File: src/rtl/mux3_scan_ctrl_if.sv
// Bus bundle between the mux scan sequencer and its environment.
// Optional change-flag signals exist only when MUX3_SCAN_CHG_EN is defined.
interface mux3_scan_ctrl_if #(
  parameter int DWELL_W = 8
);
  logic               en;
  logic [2:0]         mask;
  logic [DWELL_W-1:0] dwell;
  logic               o;
  logic [1:0]         s;
  logic [2:0]         smp;
  logic               smp_vld;
  logic [1:0]         ch;
  logic               frame_done;
`ifdef MUX3_SCAN_CHG_EN
  logic               chg_clr;
  logic [2:0]         chg;

  modport master (
    input  en, mask, dwell, o, chg_clr,
    output s, smp, smp_vld, ch, frame_done, chg
  );
  modport slave (
    output en, mask, dwell, o, chg_clr,
    input  s, smp, smp_vld, ch, frame_done, chg
  );
`else
  modport master (
    input  en, mask, dwell, o,
    output s, smp, smp_vld, ch, frame_done
  );
  modport slave (
    output en, mask, dwell, o,
    input  s, smp, smp_vld, ch, frame_done
  );
`endif
endinterface

File: src/rtl/mux3_scan_ctrl.sv
// Scan sequencer driving the select of a 3:1 mux, sampling its output per channel.
// Define MUX3_SCAN_CHG_EN to add the sticky per-channel change flags (chg/chg_clr).
module mux3_scan_ctrl #(
  parameter int DWELL_W = 8,
  parameter int SETTLE  = 1
) (
  input logic              clk,
  input logic              rst,
  mux3_scan_ctrl_if.master bus
);
  localparam int SCNT_W = (SETTLE > 1) ? $clog2(SETTLE) : 1;

  typedef enum logic [1:0] {ST_IDLE, ST_SETTLE, ST_DWELL} state_t;

  state_t             r_state, w_state_nxt;
  logic [2:0]         r_fmask, w_fmask_nxt;
  logic [1:0]         r_s, w_s_nxt;
  logic [2:0]         r_smp, w_smp_nxt;
  logic               r_vld, w_vld_nxt;
  logic [1:0]         r_ch, w_ch_nxt;
  logic               r_fd, w_fd_nxt;
  logic [SCNT_W-1:0]  r_scnt, w_scnt_nxt;
  logic [DWELL_W-1:0] r_dcnt, w_dcnt_nxt;
`ifdef MUX3_SCAN_CHG_EN
  logic [2:0]         r_chg, w_chg_nxt;
`endif

  function automatic logic [1:0] f_lowest(input logic [2:0] m);
    return m[0] ? 2'd0 : (m[1] ? 2'd1 : 2'd2);
  endfunction

  function automatic logic [1:0] f_highest(input logic [2:0] m);
    return m[2] ? 2'd2 : (m[1] ? 2'd1 : 2'd0);
  endfunction

  function automatic logic f_has_above(input logic [2:0] m, input logic [1:0] cur);
    return (cur == 2'd0) ? (m[2:1] != 2'b00) : ((cur == 2'd1) ? m[2] : 1'b0);
  endfunction

  function automatic logic [1:0] f_next_above(input logic [2:0] m, input logic [1:0] cur);
    return ((cur == 2'd0) && m[1]) ? 2'd1 : 2'd2;
  endfunction

  always_comb begin
    w_state_nxt = r_state;
    w_fmask_nxt = r_fmask;
    w_s_nxt     = r_s;
    w_smp_nxt   = r_smp;
    w_vld_nxt   = 1'b0;
    w_ch_nxt    = r_ch;
    w_fd_nxt    = 1'b0;
    w_scnt_nxt  = r_scnt;
    w_dcnt_nxt  = r_dcnt;
`ifdef MUX3_SCAN_CHG_EN
    w_chg_nxt   = bus.chg_clr ? 3'b000 : r_chg;
`endif
    case (r_state)
      ST_IDLE: begin
        if (bus.en && (bus.mask != 3'b000)) begin
          w_fmask_nxt = bus.mask;
          w_s_nxt     = f_lowest(bus.mask);
          w_scnt_nxt  = SCNT_W'(SETTLE - 1);
          w_state_nxt = ST_SETTLE;
        end
      end
      ST_SETTLE: begin
        if (r_scnt == '0) begin
          w_smp_nxt[r_s] = bus.o;
          w_ch_nxt       = r_s;
          w_vld_nxt      = 1'b1;
          w_fd_nxt       = (r_s == f_highest(r_fmask));
          // dwell of 0 behaves as 1: the counter's terminal value is reached immediately
          w_dcnt_nxt     = (bus.dwell == '0) ? '0 : bus.dwell - 1'b1;
          w_state_nxt    = ST_DWELL;
`ifdef MUX3_SCAN_CHG_EN
          if (bus.o != r_smp[r_s]) w_chg_nxt[r_s] = 1'b1;
`endif
        end else begin
          w_scnt_nxt = r_scnt - 1'b1;
        end
      end
      ST_DWELL: begin
        if (r_dcnt != '0) begin
          w_dcnt_nxt = r_dcnt - 1'b1;
        end else if (!bus.en) begin
          w_state_nxt = ST_IDLE;
        end else if (f_has_above(r_fmask, r_s)) begin
          w_s_nxt     = f_next_above(r_fmask, r_s);
          w_scnt_nxt  = SCNT_W'(SETTLE - 1);
          w_state_nxt = ST_SETTLE;
        end else if (bus.mask != 3'b000) begin
          w_fmask_nxt = bus.mask;
          w_s_nxt     = f_lowest(bus.mask);
          w_scnt_nxt  = SCNT_W'(SETTLE - 1);
          w_state_nxt = ST_SETTLE;
        end else begin
          w_state_nxt = ST_IDLE;
        end
      end
      default: w_state_nxt = ST_IDLE;
    endcase
  end

  always_ff @(posedge clk) begin
    if (rst) begin
      r_state <= ST_IDLE;
      r_fmask <= 3'b000;
      r_s     <= 2'd0;
      r_smp   <= 3'b000;
      r_vld   <= 1'b0;
      r_ch    <= 2'd0;
      r_fd    <= 1'b0;
      r_scnt  <= '0;
      r_dcnt  <= '0;
`ifdef MUX3_SCAN_CHG_EN
      r_chg   <= 3'b000;
`endif
    end else begin
      r_state <= w_state_nxt;
      r_fmask <= w_fmask_nxt;
      r_s     <= w_s_nxt;
      r_smp   <= w_smp_nxt;
      r_vld   <= w_vld_nxt;
      r_ch    <= w_ch_nxt;
      r_fd    <= w_fd_nxt;
      r_scnt  <= w_scnt_nxt;
      r_dcnt  <= w_dcnt_nxt;
`ifdef MUX3_SCAN_CHG_EN
      r_chg   <= w_chg_nxt;
`endif
    end
  end

  assign bus.s          = r_s;
  assign bus.smp        = r_smp;
  assign bus.smp_vld    = r_vld;
  assign bus.ch         = r_ch;
  assign bus.frame_done = r_fd;
`ifdef MUX3_SCAN_CHG_EN
  assign bus.chg        = r_chg;
`endif
endmodule

File: src/flat_wrapper.sv
// flat-port wrapper written by rule: the top's interface ports become plain ports
module mux3_scan_ctrl_flat 
#(
  parameter int DWELL_W = 8,
  parameter int SETTLE  = 1
)
  (clk, rst, bus_en, bus_mask, bus_dwell, bus_o, bus_s, bus_smp, bus_smp_vld, bus_ch, bus_frame_done);
  mux3_scan_ctrl_if #(.DWELL_W(DWELL_W)) bus_i ();
  input logic clk;
  input logic rst;
  input wire logic [$bits(bus_i.en)-1:0] bus_en;
  input wire logic [$bits(bus_i.mask)-1:0] bus_mask;
  input wire logic [$bits(bus_i.dwell)-1:0] bus_dwell;
  input wire logic [$bits(bus_i.o)-1:0] bus_o;
  output wire logic [$bits(bus_i.s)-1:0] bus_s;
  output wire logic [$bits(bus_i.smp)-1:0] bus_smp;
  output wire logic [$bits(bus_i.smp_vld)-1:0] bus_smp_vld;
  output wire logic [$bits(bus_i.ch)-1:0] bus_ch;
  output wire logic [$bits(bus_i.frame_done)-1:0] bus_frame_done;
  assign bus_i.en = bus_en;
  assign bus_i.mask = bus_mask;
  assign bus_i.dwell = bus_dwell;
  assign bus_i.o = bus_o;
  assign bus_s = bus_i.s;
  assign bus_smp = bus_i.smp;
  assign bus_smp_vld = bus_i.smp_vld;
  assign bus_ch = bus_i.ch;
  assign bus_frame_done = bus_i.frame_done;
  mux3_scan_ctrl #(.DWELL_W(DWELL_W), .SETTLE(SETTLE)) u_core (.clk(clk), .rst(rst), .bus(bus_i));
endmodule
File: config.mk
export PLATFORM = sky130hd
export DESIGN_NAME = mux3_scan_ctrl_flat
export DESIGN_NICKNAME = d
export VERILOG_FILES = /design/src/rtl/mux3_scan_ctrl_if.sv /design/src/rtl/mux3_scan_ctrl.sv /design/src/flat_wrapper.sv
export SDC_FILE = /design/constraint.sdc
export NUM_CORES = 1
export LEC_CHECK = 0
export ABC_AREA = 1
export CAP_MARGIN = 20
export CORE_ASPECT_RATIO = 1.75
export CORE_MARGIN = 5
export CORE_UTILIZATION = 52
export CTS_CLUSTER_SIZE = 16
export DETAILED_ROUTE_END_ITERATION = 16
export PLACE_DENSITY = 0.78
export SYNTH_ARGS = -nofsm -noshare
export SYNTH_HDL_FRONTEND = slang
export SYNTH_SLANG_ARGS = --single-unit
File: constraint.sdc
create_clock -name clk -period 1.6 [get_ports clk]
set_input_delay 0.24 -clock clk [delete_from_list [all_inputs] [get_ports clk]]
set_output_delay 0.24 -clock clk [all_outputs]
set_load 0.02 [all_outputs]
==> results of run 1 <==
[cell type report]
| class | instances | area, um2 |
|---|---|---|
| Sequential cell | 21 | 420.4 |
| Clock buffer | 4 | 45.04 |
| Timing Repair Buffer | 32 | 296.5 |
| Multi-Input combinational cell | 165 | 877.1 |
| Fill cell | 261 | 890.9 |
| Inverter | 31 | 126.4 |
| Tap cell | 27 | 33.78 |
[cell usage in the layout, fill, tap and decap left out, drive strengths merged]
cell type and count:
a21oi 10, buf 9, clkbuf 4, clkdlybuf4s50 22, clkinv 1, dfxtp 21, dlygate4sd2 1, ha 4
inv 30, nand2 47, nand3 23, nand4 3, nor2 51, o21ai 17, o21bai 1, o22ai 3
o31ai 1, or2 1, xnor2 2, xor2 2
[power breakdown]
group	leakage [uW]	switching, uW	total, uW	internal (uW)
Combinational	0.000609	550	898	348
Clock	0.0000228	173	351	177
Sequential	0.000172	84.8	693	608
[layer usage]
metal | track usage | up-vias | share of wire
met5 | 0 | - | 0
li1 | - | 769 | -
met4 | 0.07874 | 0 | 0.017
met1 | 0.1640 | 661 | 0.35
met3 | 0.02439 | 4 | 0.041
met2 | 0.3559 | 36 | 0.59
[sequential cells by signal, indices dropped and copies added (netlist names)]
register and count:
u_core.bus.smp_vld 1, u_core.bus.smp 3, u_core.bus.ch 2, u_core.bus.frame_done 1
u_core.r_state 2, u_core.bus.s 2, u_core.r_fmask 2, u_core.r_dcnt 8
[timing repair]
item | in CTS | in global routing
buffers inserted | 0 | 0
endpoints found under the setup margin | 1 | 0
resized for setup | 1 | 0
hold buffers | 0 | 0
[cell families after synthesis]
group | Yosys count
flops | 21
xor+xnor | 4
compound gates | 32
buf+inv | 32
fa+ha+maj | 4
simple gates | 125
[worst paths after layout]
| kind | start | end | slack [ns] | cells after the start |
|---|---|---|---|---|
| worst min-delay path | u_core.bus.smp[2] | u_core.bus.smp[2] | 0.45 | 2 |
| worst min register to register | u_core.bus.smp[2] | u_core.bus.smp[2] | 0.45 | 2 |
| worst max-delay path | u_core.bus.ch[1] | bus_ch[1] | 0.15 | 1 |
| worst max register to register | u_core.r_dcnt[0] | u_core.r_dcnt[4] | 0.17 | 9 |
[stage by stage]
stage / std cells / utilization / hold slack [ns] / setup TNS (ns) / setup slack, ns
after detailed placement: 276 / 0.6526 / 0.4372 / -0.06914 / -0.03846
after global placement: 276 / 0.6526 / 0.4320 / -0.04285 / -0.03291
after global routing: 280 / 0.6688 / 0.4792 / 0 / 0.04692
final: 280 / 0.6688 / 0.4469 / 0 / 0.1511
after CTS: 280 / 0.6688 / 0.4491 / 0 / 0.1497
after floorplan: 218 / - / 0.3089 / 0 / 0.3537
[worst min-delay path: stages, from the launching register on]
cell     delay, ns
dfxtp_1       0.32
inv_1         0.05
a21oi_1       0.05
==> summary.md, run 1 <==
| Metric | Value |
|---|---|
| Wire per inst | `11.64 um` |
| Drt first pass iters | `4` |
| CTS tree | `done` |
| Number of global-route vias before repair | `1,359` |
| DR DRC count | `0` |
| Main combinational cell family by area after synthesis | `simple AND/OR/NAND/NOR gates` |
| Max VDD drop | `0.6142 mV` |
| Xor and xnor area share after synthesis | `0.02452` |
| Post-Layout Inst Area | `0.001799 mm2` |
| Post-Syn Nets | `237` |
| Global-route wire length before repair | `5568 um` |
| Slew HR | `0.7778` |
| Bufs on Longest Clock Path | `2` |
| EDFF count, synth | `0` |
| Pins Over Slew Limit | `0` |
| Post-DP HPWL | `2684 um` |
| Max Clock Freq | `0.6902 GHz` |
| CP Cell Sequence | `clkdlybuf4s50_1` |
| Setup crit end kind | `output port` |
| Synth Cell Area | `0.001429 mm2` |
| Clk_skew | `0.006375 ns` |
| Final antenna-violating net count | `0` |
| LEAKAGE | `0.0008039 uW` |
| Crit path DAT | `1.21 ns` |
| CP max FO | `2` |
| Count of state elements after synthesis | `21` |
| Clk slew on worst S/H paths | `0.08 ns` |
| GRT overflow | `0` |
| Final cycle utilization of the critical path | `0.9056` |
| PwrDens | `1079 mW/mm2` |
| Share of cells above drive strength 1 | `0.1581` |
| Final setup vio count | `0` |
| Type of origin of the critical path | `flop` |
| Main area contributors after synthesis | `dfxtp_1 (29%), nand2_1 (11%), nor2_1 (11%), nand3_1 (7.7%), inv_1 (6.8%)` |
| Min Clock Period, post-route | `1.449 ns` |
| Synth area leader | `dfxtp_1` |
| Die Wd | `49.63 um` |
| Hold Crit Class | `reg -> reg` |
| RSZ-0062 raised after global routing | `false` |
| CP required | `1.36 ns` |
| Hold Vio Cnt, Final | `0` |
| Gpl congestion | `0.8098` |
| Syn Area/Cell | `6.554 um2` |
| Delay-heaviest family, CP | `buffers and inverters` |
| Adder-cell share of the synthesized area | `0.03503` |
| CTS sink count | `21` |
| Worst-skew pair later-pin latency | `0.26 ns` |
| ANT cells | `0` |
| Post-DR vias/cell | `5.250` |
| Post-Synthesis Cells | `218` |
| Top cell type's share of synthesized area | `0.2942` |
| GRT Util Overall | `0.1764` |
| Clock Tree Root | `clkbuf_8` |
| Ys async rst share | `0` |
| Worst-Margin Slew | `0.3321 ns` |
| Pwr Total | `1941 uW` |
| Critical path class | `reg -> out` |
| Post-Synth Simple-Gate Area | `0.4256` |
| Status | `complete, no violations` |
| 1st-iter DRT viols | `29` |
| CP max-delay cell | `clkdlybuf4s50_1` |
| Initial antenna violation count | `0` |
| TritonCTS Buffers | `3` |
| Initial Utilization | `0.5312` |
| Io pins | `24` |
| Synth top cells by count | `nand2_1 (40), nor2_1 (40), inv_1 (26), nand3_1 (22), dfxtp_1 (21)` |
| Cell Rows | `25` |
| Max Cap Viol | `0` |
| Layout overhead on the synthesized area | `25.92%` |
| Die area | `0.003938 mm2` |
| Ys Warns | `0` |
| Vias | `1,470` |
| DP Area | `0.001755 mm2` |
| Multiplexer area fraction after synthesis | `0` |
| Worst Path Buf+Inv | `1` |
| Compound-cell area share of the yosys netlist | `0.1287` |
| Largest net degree at the start of global routing | `15` |
| Die Y | `79.35 um` |
| CORE AREA | `0.002690 mm2` |
| Top FF cell, synth | `dfxtp_1` |
| Final net count | `273` |
| Critical Path Max Stage Delay | `0.60 ns` |
| Synth cell types | `29` |
| H-tree levels | `1` |
| Post-synthesis sequential area ratio | `0.2942` |
| Post-Route WL | `3258 um` |
| I/O Buffers | `23` |
(Power assumes the default switching activity.)
==> run 2: changes to the inputs <==
--- a/config.mk
+++ b/config.mk
@@ -9,10 +9,10 @@
 export CAP_MARGIN = 20
 export CORE_ASPECT_RATIO = 1.75
 export CORE_MARGIN = 5
-export CORE_UTILIZATION = 52
+export CORE_UTILIZATION = 38
 export CTS_CLUSTER_SIZE = 16
 export DETAILED_ROUTE_END_ITERATION = 16
-export PLACE_DENSITY = 0.78
+export PLACE_DENSITY = 0.6
 export SYNTH_ARGS = -nofsm -noshare
 export SYNTH_HDL_FRONTEND = slang
 export SYNTH_SLANG_ARGS = --single-unit
==> summary.md, run 2 (synthesized netlist as in run 1, its figures left out) <==
| Metric | Value |
|---|---|
| Status | `complete, no violations` |
| Min Clock Period, post-route | `1.447 ns` |
| R2R cell count | `9` |
| Clk pwr share | `0.181` |
| Gpl congestion | `0.7365` |
| Die area | `0.005135 mm2` |
| Wire per inst | `11.45 um` |
| Fillers | `408` |
| Worst path depth | `1` |
| Global-route wire length before repair | `6175 um` |
| Combinational Power Share | `0.462` |
| Cell Rows | `29` |
| GRT overflow | `0` |
| CP Cell Sequence | `clkdlybuf4s50_1` |
| Post-DR vias/cell | `4.924` |
| CTS tree | `done` |
| Pwr Total | `1958 uW` |
| CTS sink count | `21` |
| RSZ-0062 raised after global routing | `false` |
| Flop pwr share | `0.357` |
| Largest register FFs | `8` |
| Setup crit end kind | `output port` |
| Critical Path Max Stage Delay | `0.60 ns` |
| DR DRC count | `0` |
| Pins Over Slew Limit | `0` |
| Hold Vio Cnt, Final | `0` |
| Initial antenna violation count | `0` |
| Worst-Margin Slew | `0.2607 ns` |
| Largest net degree at the start of global routing | `15` |
| Psw | `820.8 uW` |
| ANT cells | `0` |
| Clk slew on worst S/H paths | `0.08 ns` |
| PwrDens | `1065 mW/mm2` |
| Sequential cell area | `420.4 um2` |
| Sw Ratio | `0.4193` |
| Drt first pass iters | `4` |
| Final cycle utilization of the critical path | `0.9043` |
| Final net count | `275` |
| Crit path DAT | `1.21 ns` |
| Worst-skew pair later-pin latency | `0.26 ns` |
| I/O Buffers | `23` |
| Delay-heaviest family, CP | `buffers and inverters` |
| P_int | `1137 uW` |
| TritonCTS Buffers | `3` |
| Worst Path Buf+Inv | `1` |
| Final setup vio count | `0` |
| Io pins | `24` |
| Vias | `1,482` |
| Critical path class | `reg -> out` |
| Clk_skew | `0.003823 ns` |
| CP max-delay cell | `clkdlybuf4s50_1` |
| Die Y | `91.12 um` |
| Clock Tree Root | `clkbuf_8` |
| Share of cells above drive strength 1 | `0.1686` |
| CORE AREA | `0.003628 mm2` |
| Layout overhead on the synthesized area | `28.63%` |
| Slew HR | `0.8260` |
| Type of origin of the critical path | `flop` |
| 1st-iter DRT viols | `25` |
| Die Wd | `56.36 um` |
| CP required | `1.36 ns` |
| Bufs on Longest Clock Path | `2` |
| Max Cap Viol | `0` |
| Area occupied by multi-input gates | `877.1 um2` |
| CP max FO | `2` |
| Post-DP HPWL | `2830 um` |
| Initial Utilization | `0.3938` |
| Max Clock Freq | `0.6912 GHz` |
| LEAKAGE | `0.0008194 uW` |
| Min-Delay Path Depth | `2` |
| Setup TNS | `0 ns` |
| H-tree levels | `1` |
| Hold Crit Class | `reg -> reg` |
| Fin util | `0.5066` |
| Post-Route WL | `3445 um` |
| Final antenna-violating net count | `0` |
| GRT Util Overall | `0.1499` |
| Number of global-route vias before repair | `1,509` |
| Max VDD drop | `0.5257 mV` |
| Most frequent cells in the layout | `nand2_1 (40), nor2_1 (40), inv_1 (26)` |
| Top reg by flops | `u_core.r_dcnt` |
[run 2: worst register-to-register path, stage by stage (launching register included)]
cell     delay [ns]
dfxtp_1        0.33
inv_1          0.09
ha_1           0.21
nand2_2        0.11
nor2_4         0.15
nor2_2         0.07
nor2_4         0.19
nand3_1        0.10
nand2_1        0.07
nor2_1         0.04
[run 2: routing by layer]
| layer | routed length (um) | GRT usage | vias up | share of wire |
|---|---|---|---|---|
| met3 | 148 | 0.01986 | 11 | 0.043 |
| met5 | 0 | 0 | - | 0 |
| met1 | 1169 | 0.1219 | 662 | 0.34 |
| met2 | 1997 | 0.3193 | 37 | 0.58 |
| li1 | - | - | 772 | - |
| met4 | 129 | 0.08119 | 0 | 0.037 |
[run 2: stage by stage]
stage,hold WS (ns),std cells,instance area [um2],setup slack (ns)
after floorplan,0.3089,218,1429,0.3537
after global placement,0.4294,297,1794,-0.02548
after detailed placement,0.4398,297,1794,-0.02926
after CTS,0.4524,301,1838,0.1320
after global routing,0.4677,301,1838,0.05773
final,0.4461,301,1838,0.1532
[run 2: final timing paths]
| kind | start | to | slack [ns] |
|---|---|---|---|
| max reg2reg | u_core.r_dcnt[0] | u_core.r_fmask[1] | 0.16 |
| max | u_core.bus.smp[0] | bus_smp[0] | 0.15 |
| min reg2reg | u_core.bus.smp[2] | u_core.bus.smp[2] | 0.45 |
| min | u_core.bus.smp[2] | u_core.bus.smp[2] | 0.45 |
[run 2: area by class of cell]
class,instances,share of cell area
inverters,31,0.06875
multi-input cells,165,0.4772
clock inverters,1,0.002723
repair buffers,34,0.1688
clock buffers,3,0.02246
flip-flops and latches,21,0.2287
well taps,46,0.03131
[run 2: power by group through the flow]
| stage | registers [uW] | logic, uW | clock network, uW |
|---|---|---|---|
| floorplan | 719 | 632 | 0 |
| global placement | 711 | 918 | 0 |
| detailed placement | 712 | 924 | 0 |
| CTS | 699 | 921 | 364 |
| global route | 710 | 1040 | 385 |
| finish | 699 | 905 | 354 |
[run 2: timing repair]
action                     CTS  global route
setup buffers                0             0
setup endpoints to repair    2             0
hold buffers                 0             0
gates resized for setup      2             0
